<file path="src/rtl/fifo_ctrl.sv">
// fifo_ctrl: pointer, occupancy and flag controller for a synchronous FIFO
// built on a register-file RAM (synchronous write, combinational read).
// The write/read addresses come straight from the pointer registers.
// full/empty are registered from the next occupancy, so there is no
// combinational path from push/pop to any flag or to count.
module fifo_ctrl #(
  parameter int ADDR_WIDTH = 4
) (
  input  logic                  clk,
  input  logic                  reset,
  input  logic                  push,
  input  logic                  pop,
  output logic [ADDR_WIDTH-1:0] waddr,
  output logic [ADDR_WIDTH-1:0] raddr,
  output logic                  we,
  output logic                  full,
  output logic                  empty,
  output logic [ADDR_WIDTH:0]   count,
  output logic                  overflow,
  output logic                  underflow
);

  // Occupancy value that means every RAM entry holds live data.
  localparam logic [ADDR_WIDTH:0] DEPTH_CNT = (ADDR_WIDTH+1)'(1) << ADDR_WIDTH;

  logic [ADDR_WIDTH-1:0] wptr_q, wptr_d;
  logic [ADDR_WIDTH-1:0] rptr_q, rptr_d;
  logic [ADDR_WIDTH:0]   count_q, count_d;
  logic                  full_q, full_d;
  logic                  empty_q, empty_d;
  logic                  overflow_q, overflow_d;
  logic                  underflow_q, underflow_d;
  logic                  do_push, do_pop;

  // Qualify requests against the registered flags and compute next state.
  // A push while full is still accepted when a pop frees the head slot in
  // the same cycle; the pop side reads the old head before the edge.
  always_comb begin
    do_push     = push & (~full_q | pop);
    do_pop      = pop & ~empty_q;
    wptr_d      = wptr_q;
    rptr_d      = rptr_q;
    if (do_push) wptr_d = wptr_q + 1'b1;
    if (do_pop)  rptr_d = rptr_q + 1'b1;
    count_d     = count_q + (ADDR_WIDTH+1)'(do_push) - (ADDR_WIDTH+1)'(do_pop);
    full_d      = (count_d == DEPTH_CNT);
    empty_d     = (count_d == '0);
    overflow_d  = push & full_q & ~pop;
    underflow_d = pop & empty_q;
  end

  // State registers; reset discards all contents without touching the RAM.
  always_ff @(posedge clk or posedge reset) begin
    if (reset) begin
      wptr_q      <= '0;
      rptr_q      <= '0;
      count_q     <= '0;
      full_q      <= 1'b0;
      empty_q     <= 1'b1;
      overflow_q  <= 1'b0;
      underflow_q <= 1'b0;
    end else begin
      wptr_q      <= wptr_d;
      rptr_q      <= rptr_d;
      count_q     <= count_d;
      full_q      <= full_d;
      empty_q     <= empty_d;
      overflow_q  <= overflow_d;
      underflow_q <= underflow_d;
    end
  end

  assign waddr     = wptr_q;
  assign raddr     = rptr_q;
  assign we        = do_push;
  assign full      = full_q;
  assign empty     = empty_q;
  assign count     = count_q;
  assign overflow  = overflow_q;
  assign underflow = underflow_q;

endmodule

</file>
<file path="config.mk">
export PLATFORM = sky130hd
export DESIGN_NAME = fifo_ctrl
export DESIGN_NICKNAME = d
export VERILOG_FILES = /design/src/rtl/fifo_ctrl.sv
export SDC_FILE = /design/constraint.sdc
export NUM_CORES = 1
export LEC_CHECK = 0
export ABC_CLOCK_PERIOD_IN_PS = 2100
export BUFFER_PORTS_ARGS = -buffer_cell sky130_fd_sc_hd__buf_2
export CORE_MARGIN = 2
export CORE_UTILIZATION = 43
export CTS_CLUSTER_SIZE = 40
export DETAILED_ROUTE_END_ITERATION = 10
export GPL_TIMING_DRIVEN = 0
export HOLD_SLACK_MARGIN = 0.06
export PLACE_DENSITY = 0.74
export SYNTH_ARGS = -nofsm -noshare
export SYNTH_HDL_FRONTEND = slang
export SYNTH_SLANG_ARGS = --single-unit
</file>
<file path="constraint.sdc">
create_clock -name clk -period 2.1 [get_ports clk]
set_input_delay 0.315 -clock clk [delete_from_list [all_inputs] [get_ports clk]]
set_output_delay 0.315 -clock clk [all_outputs]
set_load 0.05 [all_outputs]
</file>
==> impl_metrics.yaml, run 1 <==
grt:
  grt_usage: 0.161
  grt_pass1_wl_mm: 2.46
  antenna_found_initial: 0
  grt_pass1_vias: 597
  grt_overflow: 0
  grt_max_degree: 18
placed_design:
  gp_congestion: 0.756
  port_buffers: 21
  dpl.hpwl_mm: 1.11
logic_synthesis:
  yosysMostFrequentCell: "dfrtp_1"
  ys_ff_latch: 17
  yosysSeqAreaShare: 0.521
  synth_fp_nets: 83
  synth_cell_types: 25
  avgSynthCellArea_um2: 11.5
  async_flop_share: 1.00
  synth_edf_count: 0
  synth_area_leaders: "dfrtp_1 (49%), ha_1 (11%), xnor2_1 (7.5%)"
  synthTopCellsByCount: "dfrtp_1 (16), inv_1 (10), ha_1 (7), xnor2_1 (7), nor2_1 (4)"
  syn_inst: 71
  yosys.area.top_type: "dfrtp_1"
  syn_area_um2: 818
  yosysWarnings: 0
  yosys_most_used_dff: "dfrtp_1"
  synth_top_area_frac: 0.489
clock_tree:
  clk_pin_slew_worst_paths_ns: 0.10
  cts_buffers: 3
  cts_tree: "yes"
  cts-root-buf: "clkbuf_4"
  cts.sinks: 17
  htreeDepth: 1
  clockBufferDepth: 2
  hold_buffers: 0
  clk_latency_ns: 0.28
route:
  dr.pass1.iters: 2
  avgRoutedWirePerCell_um: 12.1
  remaining_drc_errors: 0
  via_count: 596
  viasPerCell: 4.77
  wirelength_mm: 1.52
  ant_nets: 0
  drtIter0Drc: 7
sta:
  clock.fmax_mhz: 475
  fin_crit_ns: 2.10
  fin_skew_ns: 0.00677
  tightest_slew_ns: 0.606
  rsz0062_at_grt: "true"
  period_share: 1.00
  timing.slew.headroom: 0.596
  hold_viol: 0
  drv_slew: 0
  fin_ws_ns: -0.00476
  setup_viol: 1
die:
  die_area_mm2: 0.00227
  die_w_um: 47.6
  core-area_mm2: 0.00176
  chipHeight_um: 47.6
  start_util: 0.464
  fp-row-count: 15
  ioPinCount: 22
job:
  drv_cap: 0
critical_path:
  ff2ff_path_depth: 8
  cp.required_ns: 2.30
  start_kind: "flop"
  crit_fanout: 3
  arrival_ns: 2.30
  end_kind: "flop"
  critPathKind: "flop to flop"
final_layout:
  area_growth_pct: 33.8
  nets: 113
  fin_util: 0.621
  final-seq-area_um2: 428
  fillers: 164
  drive_gt1_frac: 0.460
  multi_input_area_um2: 425
  diodes: 0
run_status:
  violations: "setup timing"
  status: "finished with violations"
min_path:
  hp-class: "primary input to asynchronous set/reset pin"
routing by layer:
layer / vias to the layer above / global-route usage / routed length (µm)
met5: - / 0 / 0
met4: 0 / 0.0486 / 24
met3: 4 / 0.0340 / 67
met2: 14 / 0.314 / 827
met1: 283 / 0.170 / 595
li1: 295 / - / -
sequential cells by signal, summed over array words and instances (netlist names):
| register | flops |
|---|---|
| count | 5 |
| empty | 1 |
| full | 1 |
| overflow | 1 |
| raddr | 4 |
| underflow | 1 |
| waddr | 4 |
repair_timing:
action,in CTS,in global routing
setup buffers,3,2
pin swaps,4,8
resized for setup,3,3
setup endpoints to repair,2,2
gates cloned,0,0
worst max-delay path: stages, from the launching register on:
cell,delay [ns]
dfstp_2,0.57
nor2b_4,0.05
ha_4,0.25
inv_2,0.04
ha_4,0.15
fa_2,0.39
xnor2_4,0.18
o2111ai_2,0.16
a211oi_2,0.23
path summary, 6_finish.rpt:
| kind | start | end | slack (ns) |
|---|---|---|---|
| max | empty | full | -0.005 |
| min | reset | raddr[2] | 0.09 |
| max reg2reg | empty | full | -0.005 |
| min reg2reg | raddr[3] | raddr[3] | 0.48 |
| max in group asynchronous | reset | full | 1.58 |
| min in group clk | pop | underflow | 0.28 |
cell usage in the layout (no fill, tap or decap), drive strengths merged, types with 3 or more instances in the layout:
| master | n |
|---|---|
| buf | 26 |
| dfrtp | 16 |
| inv | 9 |
| xnor2 | 7 |
| ha | 7 |
| nor2 | 4 |
| clkbuf | 4 |
| nand3 | 3 |
| and3 | 3 |
area by class of cell:
type | instances | area share
Clock buffer | 4 | 0.0240
Multi-Input combinational cell | 43 | 0.389
Tap cell | 25 | 0.0286
Timing Repair Buffer | 26 | 0.130
Sequential cell | 17 | 0.391
Inverter | 10 | 0.0377
stage by stage:
stage	std cells	hold WS, ns	cell area (µm²)	TNS, ns	worst slack [ns]
finish	125	0.0921	1090	-0.00476	-0.00476
global route	125	0.161	1090	-0.121	-0.0991
floorplan	71	0.240	870	-0.413	-0.233
CTS	123	0.112	1060	-0.0946	-0.0893
global placement	117	0.420	1010	-0.134	-0.121
detailed placement	117	0.422	1010	-0.174	-0.146
kinds of logic (layout without fill, tap and decap cells):
kind of cell	count (synthesis)	after routing	synth area share
and+or+nand+nor	18	18	0.121
DFF	17	17	0.521
buffers and inverters	11	40	0.0505
xor gates and xnor gates	9	9	0.0963
adders and majority gates	8	8	0.131
AOI/OAI and AO/OA	6	6	0.0520
muxes	2	2	0.0275
Power of run 1 is not shown: default switching activity piles up to over one toggle a cycle in this logic, so the estimate is an artifact.
==> run 2, diff against run 1 <==
Settings changed: CELL_PAD_IN_SITES_DETAIL_PLACEMENT set to 0, CELL_PAD_IN_SITES_GLOBAL_PLACEMENT set to 2, CORE_UTILIZATION 43 to 28, PLACE_DENSITY 0.74 to 0.75.
==> run 2 against run 1 <==
Effect of this change: the run still ends with setup timing left; worst hold slack gained 0.017 ns; global-route usage shrank 6.5 points; flip-flop and latch count is the same; sequential share of layout area grew 0.41 points.
==> impl_metrics.yaml, run 2 (synthesis results as in run 1) <==
run_status:
  status: "finished with violations"
  violations: "setup timing"
sta:
  fin_crit_ns: 2.14
  hold_viol: 0
  rsz0062_at_grt: "true"
  period_share: 1.02
  tightest_slew_ns: 0.671
  fin_ws_ns: -0.0443
  clock.fmax_mhz: 466
  drv_slew: 0
  holdWs_ns: 0.109
  setup_viol: 1
  fin_skew_ns: 0.000760
  timing.slew.headroom: 0.552
final_layout:
  fillers: 276
  drive_gt1_frac: 0.455
  area_growth_pct: 32.4
  layout_commonest_cell: "buf_2"
  final_cell_mix: "buf_2 (21), dfrtp_1 (15), inv_1 (8)"
  diodes: 0
  largest_reg_flops: 5
  nets: 112
  fin_cells: 130
die:
  chipHeight_um: 58.1
  fp-row-count: 19
  die_area_mm2: 0.00337
  start_util: 0.297
  die_w_um: 58.1
  ioPinCount: 22
  core-area_mm2: 0.00276
placed_design:
  dpl.hpwl_mm: 1.15
  dp_cells: 123
  gp_congestion: 0.761
  port_buffers: 21
  dp_worst_setup_slack_ns: -0.154
clock_tree:
  cts.sinks: 17
  cts_buffers: 3
  cts_tree: "yes"
  clockBufferDepth: 2
  clk_latency_ns: 0.28
  htreeDepth: 1
  cts-root-buf: "clkbuf_4"
  hold_buffers: 0
  clk_pin_slew_worst_paths_ns: 0.10
job:
  drv_cap: 0
grt:
  grt_pass1_wl_mm: 2.42
  grt_pass1_vias: 566
  grt_usage: 0.0954
  grt_max_degree: 18
  antenna_found_initial: 0
  grt_overflow: 0
min_path:
  hp-class: "primary input to asynchronous set/reset pin"
route:
  remaining_drc_errors: 0
  met3WireLength_um: 108
  wirelength_mm: 1.52
  dr.pass1.iters: 4
  avgRoutedWirePerCell_um: 11.7
  routed-wl-met2_um: 726
  highest_layer: "met3"
  via_count: 581
  drt-met1-wl_um: 680
  viasPerCell: 4.47
  ant_nets: 0
  drtIter0Drc: 12
critical_path:
  cp-startpoint: "empty"
  r2r-start: "empty"
  start_kind: "flop"
  cp.required_ns: 2.31
  critPathKind: "flop to flop"
  crit_fanout: 3
  end_kind: "flop"
  arrival_ns: 2.35
-- run 2: cell types whose count changed in the layout (fill, tap and decap cells not counted) --
| cell | change |
|---|---|
| buf_4 | -1 |
| xnor2_2 | +1 |
| xnor2_4 | -1 |
-- run 2: what timing repair did --
action,in CTS,in global routing
pin swaps,2,4
buffers inserted,1,3
endpoints found under the hold margin,0,0
gates resized for setup,3,2
setup endpoints to repair,2,2
-- run 2: layout make-up --
class,count,area [µm²],share of cell area
Inverter,10,41.3,0.0381
Tap cell,31,38.8,0.0358
Clock buffer,4,26.3,0.0242
Multi-Input combinational cell,43,414,0.382
Timing Repair Buffer,25,135,0.125
Sequential cell,17,428,0.395
-- run 2: per-stage QoR --
| stage | utilization | area [µm²] | TNS (ns) |
|---|---|---|---|
| after global routing | 0.393 | 1080 | -0.204 |
| after detailed placement | 0.368 | 1010 | -0.184 |
| after floorplan | - | 870 | -0.413 |
| after global placement | 0.368 | 1010 | -0.200 |
| final | 0.393 | 1080 | -0.0443 |
| after CTS | 0.382 | 1050 | -0.0543 |
-- run 2: path summary, 6_finish.rpt --
kind / slack, ns / cells past startpoint / endpoint
min reg2reg: 0.47 / 1 / raddr[3]
max: -0.04 / 8 / full
min in group clk: 0.27 / 2 / underflow
min: 0.11 / 2 / overflow
max in group asynchronous: 1.53 / 2 / full
max reg2reg: -0.04 / 8 / full
-- run 2: critical path, stage by stage (launching register included) --
cell and delay (ns):
dfstp_2 0.56, nor2b_4 0.05, ha_4 0.26, inv_2 0.03, ha_4 0.15, fa_2 0.37
xnor2_2 0.23, o2111ai_2 0.17, a211oi_2 0.24
-- run 2: routing by layer --
layer | global-route usage | vias to the layer above
li1 | - | 290
met1 | 0.120 | 276
met2 | 0.157 | 15
met3 | 0.0424 | 0
met4 | 0.00997 | 0
met5 | 0 | -
Power of run 2 is left out for the same reason.
